## src/rtl/stage_if.sv

```systemverilog
// stage_if: IF stage of the 5-stage MIPS pipeline.
// Owns the PC, fetches over a req/ready handshake and drives the IF/ID register.
// Single delay-slot branches; redirects arriving on bubble cycles are parked
// until the outstanding fetch hands off.
// Optional macro IF_PERF_EN adds perf_fetch / perf_bubble counters.
module stage_if #(
  parameter logic [31:0] RESET_PC  = 32'h0000_0000,
  parameter logic [31:0] NOP_INSTR = 32'h0000_0000
) (
  input  logic        clock,
  input  logic        reset_0,
  input  logic        stall,
  input  logic [1:0]  pc_select,
  input  logic [31:0] pc_b,
  input  logic [31:0] pc_j,
  input  logic [31:0] jr_target,
  output logic        imem_req,
  output logic [31:0] imem_addr,
  input  logic        imem_ready,
  input  logic [31:0] imem_rdata,
`ifdef IF_PERF_EN
  output logic [31:0] perf_fetch,
  output logic [31:0] perf_bubble,
`endif
  output logic [31:0] pc4_id,
  output logic [31:0] instr_id
);

  localparam int unsigned XLEN = 32;

  typedef enum logic [1:0] {
    IDLE   = 2'd0,
    FETCH  = 2'd1,
    BUFFER = 2'd2
  } state_t;

  state_t          state, state_n;
  logic [XLEN-1:0] pc, pc_n;
  logic            pend_valid, pend_valid_n;
  logic [XLEN-1:0] pend_target, pend_target_n;
  logic [XLEN-1:0] buf_word, buf_word_n;
  logic [XLEN-1:0] pc4_n, instr_n;
  logic            req_n;
  logic            avail, redirect, handoff, bubble;
  logic [XLEN-1:0] word, tgt, pc_plus4;

  // Redirect target, fetch availability and the word presented to ID
  always_comb begin
    unique case (pc_select)
      2'b01:   tgt = pc_b;
      2'b10:   tgt = jr_target;
      2'b11:   tgt = pc_j;
      default: tgt = pc_b;
    endcase
    redirect = ~stall & (pc_select != 2'b00);
    avail    = ((state == FETCH) & imem_ready) | (state == BUFFER);
    word     = (state == BUFFER) ? buf_word : imem_rdata;
    pc_plus4 = pc + XLEN'(4);
    handoff  = ~stall & avail;
    bubble   = ~stall & ~avail;
  end

  // Next-state and next IF/ID contents
  always_comb begin
    state_n       = state;
    pc_n          = pc;
    pend_valid_n  = pend_valid;
    pend_target_n = pend_target;
    buf_word_n    = buf_word;
    pc4_n         = pc4_id;
    instr_n       = instr_id;

    if (stall) begin
      // Park a completed word so the memory is released during the stall
      if ((state == FETCH) && imem_ready) begin
        buf_word_n = imem_rdata;
        state_n    = BUFFER;
      end
    end else if (avail) begin
      instr_n      = word;
      pc4_n        = pc_plus4;
      pc_n         = redirect ? tgt : (pend_valid ? pend_target : pc_plus4);
      pend_valid_n = 1'b0;
      state_n      = FETCH;
    end else begin
      instr_n = NOP_INSTR;
      if (redirect) begin
        pend_valid_n  = 1'b1;
        pend_target_n = tgt;
      end
    end

    // IDLE only lasts one cycle after reset
    if (state == IDLE) begin
      state_n = FETCH;
    end

    req_n = (state_n == FETCH);
  end

  // State, PC and IF/ID register
  always_ff @(posedge clock) begin
    if (reset_0) begin
      state       <= IDLE;
      pc          <= RESET_PC;
      pend_valid  <= 1'b0;
      pend_target <= '0;
      buf_word    <= '0;
      pc4_id      <= '0;
      instr_id    <= NOP_INSTR;
      imem_req    <= 1'b0;
    end else begin
      state       <= state_n;
      pc          <= pc_n;
      pend_valid  <= pend_valid_n;
      pend_target <= pend_target_n;
      buf_word    <= buf_word_n;
      pc4_id      <= pc4_n;
      instr_id    <= instr_n;
      imem_req    <= req_n;
    end
  end

  assign imem_addr = pc;

`ifdef IF_PERF_EN
  // Handoff and bubble event counters
  always_ff @(posedge clock) begin
    if (reset_0) begin
      perf_fetch  <= '0;
      perf_bubble <= '0;
    end else begin
      if (handoff) perf_fetch  <= perf_fetch + XLEN'(1);
      if (bubble)  perf_bubble <= perf_bubble + XLEN'(1);
    end
  end
`else
  logic unused_events;
  assign unused_events = handoff ^ bubble;
`endif

endmodule

```

## config.mk

```make
export PLATFORM = sky130hd
export DESIGN_NAME = stage_if
export DESIGN_NICKNAME = d
export VERILOG_FILES = /design/src/rtl/stage_if.sv
export SDC_FILE = /design/constraint.sdc
export NUM_CORES = 1
export LEC_CHECK = 0
export ABC_AREA = 0
export CAP_MARGIN = 15
export CORE_ASPECT_RATIO = 1.2
export CORE_UTILIZATION = 52
export DETAILED_ROUTE_END_ITERATION = 12
export GPL_ROUTABILITY_DRIVEN = 0
export PLACE_DENSITY = 0.95
export SLEW_MARGIN = 40
export SYNTH_ARGS = -nofsm -noshare
export SYNTH_HDL_FRONTEND = slang
export SYNTH_SLANG_ARGS = --single-unit
```

## constraint.sdc

```tcl
create_clock -name clock -period 2.75 [get_ports clock]
set_input_delay 0.275 -clock clock [delete_from_list [all_inputs] [get_ports clock]]
set_output_delay 0.275 -clock clock [all_outputs]
set_load 0.01 [all_outputs]
```

==> results by stage <==
Clock network:
- Buffers inserted during clock tree synthesis total 17.
- TritonCTS built the clock tree.
- The clock tree buffer depth is 2.
- The clock reaches the later pin of the worst-skew pair after 430 ps.
- Clock tree synthesis selected as its root buffer the cell clkbuf_16.
- For this design, the CTS-stage hold fixing added 0 buffers.
- In this run, post-CTS repair resized a total of 0 instances.
- The tree built by TritonCTS fans out to 164 sinks.
- The deepest level of the CTS H-tree is 4.
- The number of setup buffers added after CTS is 0.
- The post-CTS clock slew at the launch and capture registers of the worst setup and hold paths is 60 ps.

Setup path:
- The number of logic stages on the critical path including buffering is 5.
- For the worst setup path, the data required time is 3090 ps.
- The count of buffer and inverter cells on the critical path is 0.
- The startpoint of the worst-slack reg-to-reg timing path is imem_addr[11].
- The critical-path cell with the highest stage delay is nand4_1.
- For this run, the slowest stage of the critical path takes 510 ps.
- Of all nets on the critical path, the largest fanout is 11.
- The worst register-to-register path ends at imem_addr[23].
- The critical path's top delay family is simple AND/OR/NAND/NOR gates.
- The worst setup path is launched from a register.
- The data arrival at the endpoint of the critical path is 2760 ps.
- The critical path ends at imem_addr[23].
- The critical path is of the register to register type.
- The reg2reg setup slack is 330 ps.
- The worst reg-to-reg path cell count is 5.
- The signal on the critical path passes through and4_1 > nand4_1 > nor2_1 > o21ai_0 > a211oi_1.
- The capturing element type of the critical path is a register.
- In this run the worst setup path begins at imem_addr[11].

Min path:
- The worst min-delay path category is primary input to register.

Layout:
- The filler cells instantiated in the layout total 1100.
- The area of the multi-input gates is 4480 sq um.
- The number of diodes added for antenna fixing is 0.
- Compared with the post-synthesis result, the final layout area differs by 36.2%.
- The share of post-route cells with drive strength above 1 is 6.75%.
- The number of nets in the final layout is 1353.
- The sequential cell area is 3280 sq um.

Floorplan:
- The die footprint is 16200 sq um.
- The chip width is 116 um.
- The site row count is 49.
- The core region is 15100 sq um.
- The initial core utilization is 53.9%.
- The die span in y is 139 um.
- The boundary pin count is 231.

Logic synthesis:
- The share of async-settable or async-resettable flops after synthesis is 0%.
- The summed instance area of the synthesized netlist is 8160 sq um.
- The most used flip-flop cell after synthesis is dfxtp_1.
- Sequential elements use 40.2% of the synthesized area.
- The gate count after technology mapping is 1038.
- Each instance of the synthesized netlist takes up on average 7.86 sq um.
- Yosys printed 0 warnings.
- The synthesized netlist net count is 1173.
- The number of unique standard cell types used by synthesis is 66.
- Counting flops and latches in the post-synthesis netlist gives 164.
- The number of flops mapped to enable cells by yosys is 0.

Placement:
- The port buffer count is 230.
- Summed over all nets, the half-perimeter wirelength after detailed placement is 17600 um.

Global routing:
- The number of global-route vias before repair was 8528.
- The total track usage is 32.4%.
- The most used routing layer is met2.
- The met2 global-route usage is 55.0%.
- Global routing used 7.08% of the available met3 tracks.
- Global routing used 36.1% of the available met1 tracks.
- Entering global routing, the biggest net connects 101 pins.
- The initial antenna violation count came to 0.
- The first-pass GRT wire length is 41200 um.
- For this run the aggregate overflow at the end of global routing stands at 0.

Power and ir drop:
- In this run the static leakage power is 4.18 nW.
- Power spread over the standard cell area amounts to 544 nW/um^2.
- The power after layout is 6.04 mW.
- The worst IR drop on VDD is 0.377 mV.

Detailed routing:
- The routed via count is 8623.
- The DRC violation count after routing is 0.
- In the routed layout, each cell is associated on average with a via count of 6.01.
- The DRC marker count from the first detailed-route iteration is 814.
- The number of iterations in the first detailed-routing pass is 7.
- The wire length after detailed routing is 25800 um.
- Dividing the detail-routed wire length by the instance count gives 18.0 um.
- The number of antenna-violating nets in the routed design is 0.

Timing:
- The accumulated negative setup slack is 0 ps.
- The final hold violation count came to 0.
- The fmax is 0.414 GHz.
- Setup violations remaining at the end of the flow were counted as 0.
- The max-slew headroom at the worst pin is 44.5%.
- Setup repair after global routing left no endpoint under its margin.
- The final max-slew violation count came to 0.
- The clock arrives with 9.04 ps of skew.
- The worst path uses 87.9% of the clock period.
- For the pin with the worst max-slew slack, the measured transition is 832 ps.
- The clock period could shrink to 2420 ps.

Job:
- The max capacitance violation total is 0.

Outcome:
- The flow ran to the end, and the final reports show no timing, DRC or antenna violations.
## per-layer routing
metal / wire length, um / share of wire [%]
met5: 0 / 0
met3: 2260 / 8.7
met2: 12700 / 49
met4: 1340 / 5.2
met1: 9490 / 37
## worst register-to-register path: stages (launching register included)
cell and delay [ps]:
dfxtp_1 450, and4_1 470, nand4_1 510, nor2_1 420, o21ai_0 200, a211oi_1 290
## cell usage after synthesis, types with 5 or more instances
| cell | instances | area [sq um] |
|---|---|---|
| dfxtp_1 | 164 | 3280 |
| a21oi_1 | 162 | 811 |
| nand2_1 | 145 | 544 |
| nor2_1 | 137 | 514 |
| mux2i_1 | 72 | 721 |
| clkbuf_1 | 60 | 225 |
| o21ai_0 | 44 | 220 |
| nor3_1 | 24 | 120 |
| a211oi_1 | 19 | 143 |
| buf_2 | 19 | 95.1 |
| xnor2_1 | 19 | 166 |
| o211ai_1 | 17 | 128 |
| nand3_1 | 14 | 70.1 |
| inv_1 | 10 | 37.5 |
| nand2b_1 | 10 | 62.6 |
| nand4_1 | 8 | 50.1 |
| a31o_2 | 6 | 52.6 |
| xor2_1 | 6 | 52.6 |
| and4_1 | 5 | 43.8 |
| o21a_1 | 5 | 37.5 |
| o221a_2 | 5 | 56.3 |
| o221ai_1 | 5 | 43.8 |
| o22ai_1 | 5 | 31.3 |
## cells by family after synthesis
family                   synth area share [%]
AND/OR/NAND/NOR                          20.3
AO/OA/AOI/OAI                            22.2
flip-flops                               40.2
buffers and inverters                    5.08
multiplexers                             9.39
XOR/XNOR                                 2.68
adder cells (fa/ha/maj)                 0.153
## layout by cell type, fill, tap and decap left out, types with 6 or more instances in the layout
| cell | n |
|---|---|
| nand3_1 | 13 |
| clkdlybuf4s50_1 | 226 |
| xnor2_1 | 19 |
| o21ai_0 | 44 |
| o211ai_1 | 17 |
| mux2i_1 | 72 |
| buf_4 | 17 |
| xor2_1 | 6 |
| a21oi_1 | 162 |
| a211oi_1 | 19 |
| nand2_1 | 145 |
| a31o_2 | 6 |
| inv_1 | 10 |
| nor2_1 | 136 |
| dfxtp_1 | 164 |
| clkbuf_16 | 17 |
| nand2b_1 | 9 |
| nor3_1 | 24 |
| nand4_1 | 8 |
## metrics by stage
stage	instances	utilization, %	instance area [sq um]	setup slack [ps]	hold slack (ps)
2_1_floorplan	1038	-	8160	817	411
3_3_place_gp	1403	69.5	10500	496	432
3_5_place_dp	1403	69.5	10500	405	442
4_1_cts	1434	73.4	11100	359	212
5_1_grt	1434	73.4	11100	187	261
6_report	1434	73.4	11100	332	226
## registers in the layout, indices dropped and copies added (netlist names)
register,flops
state,2
instr_id,32
pend_target,32
pc4_id,32
buf_word,32
imem_addr,32
imem_req,1
pend_valid,1
## layout make-up
cell class / instances / area share, %
clock inverters: 9 / 1.16
well taps: 204 / 2.30
clock buffers: 22 / 4.18
flip-flops and latches: 164 / 29.5
repair buffers: 249 / 22.2
inverters: 10 / 0.338
multi-input cells: 776 / 40.3
## worst min-delay path by stage
stage                    startpoint              end  slack (ps)  cells after the start
global route                  stall         state[0]         260                      2
global placement    pend_target[29]  pend_target[29]         430                      2
CTS                           stall         state[0]         210                      2
finish                        stall         state[0]         230                      2
floorplan             imem_rdata[0]      buf_word[0]         410                      2
detailed placement  pend_target[23]  pend_target[23]         440                      2
## where the power goes
part / total [mW] / internal, mW / switching, mW
logic: 1.03 / 0.512 / 0.523
clock network: 2.42 / 1.47 / 0.948
registers: 2.59 / 2.49 / 0.0993
No activity file was read; power rests on OpenSTA's default activity.
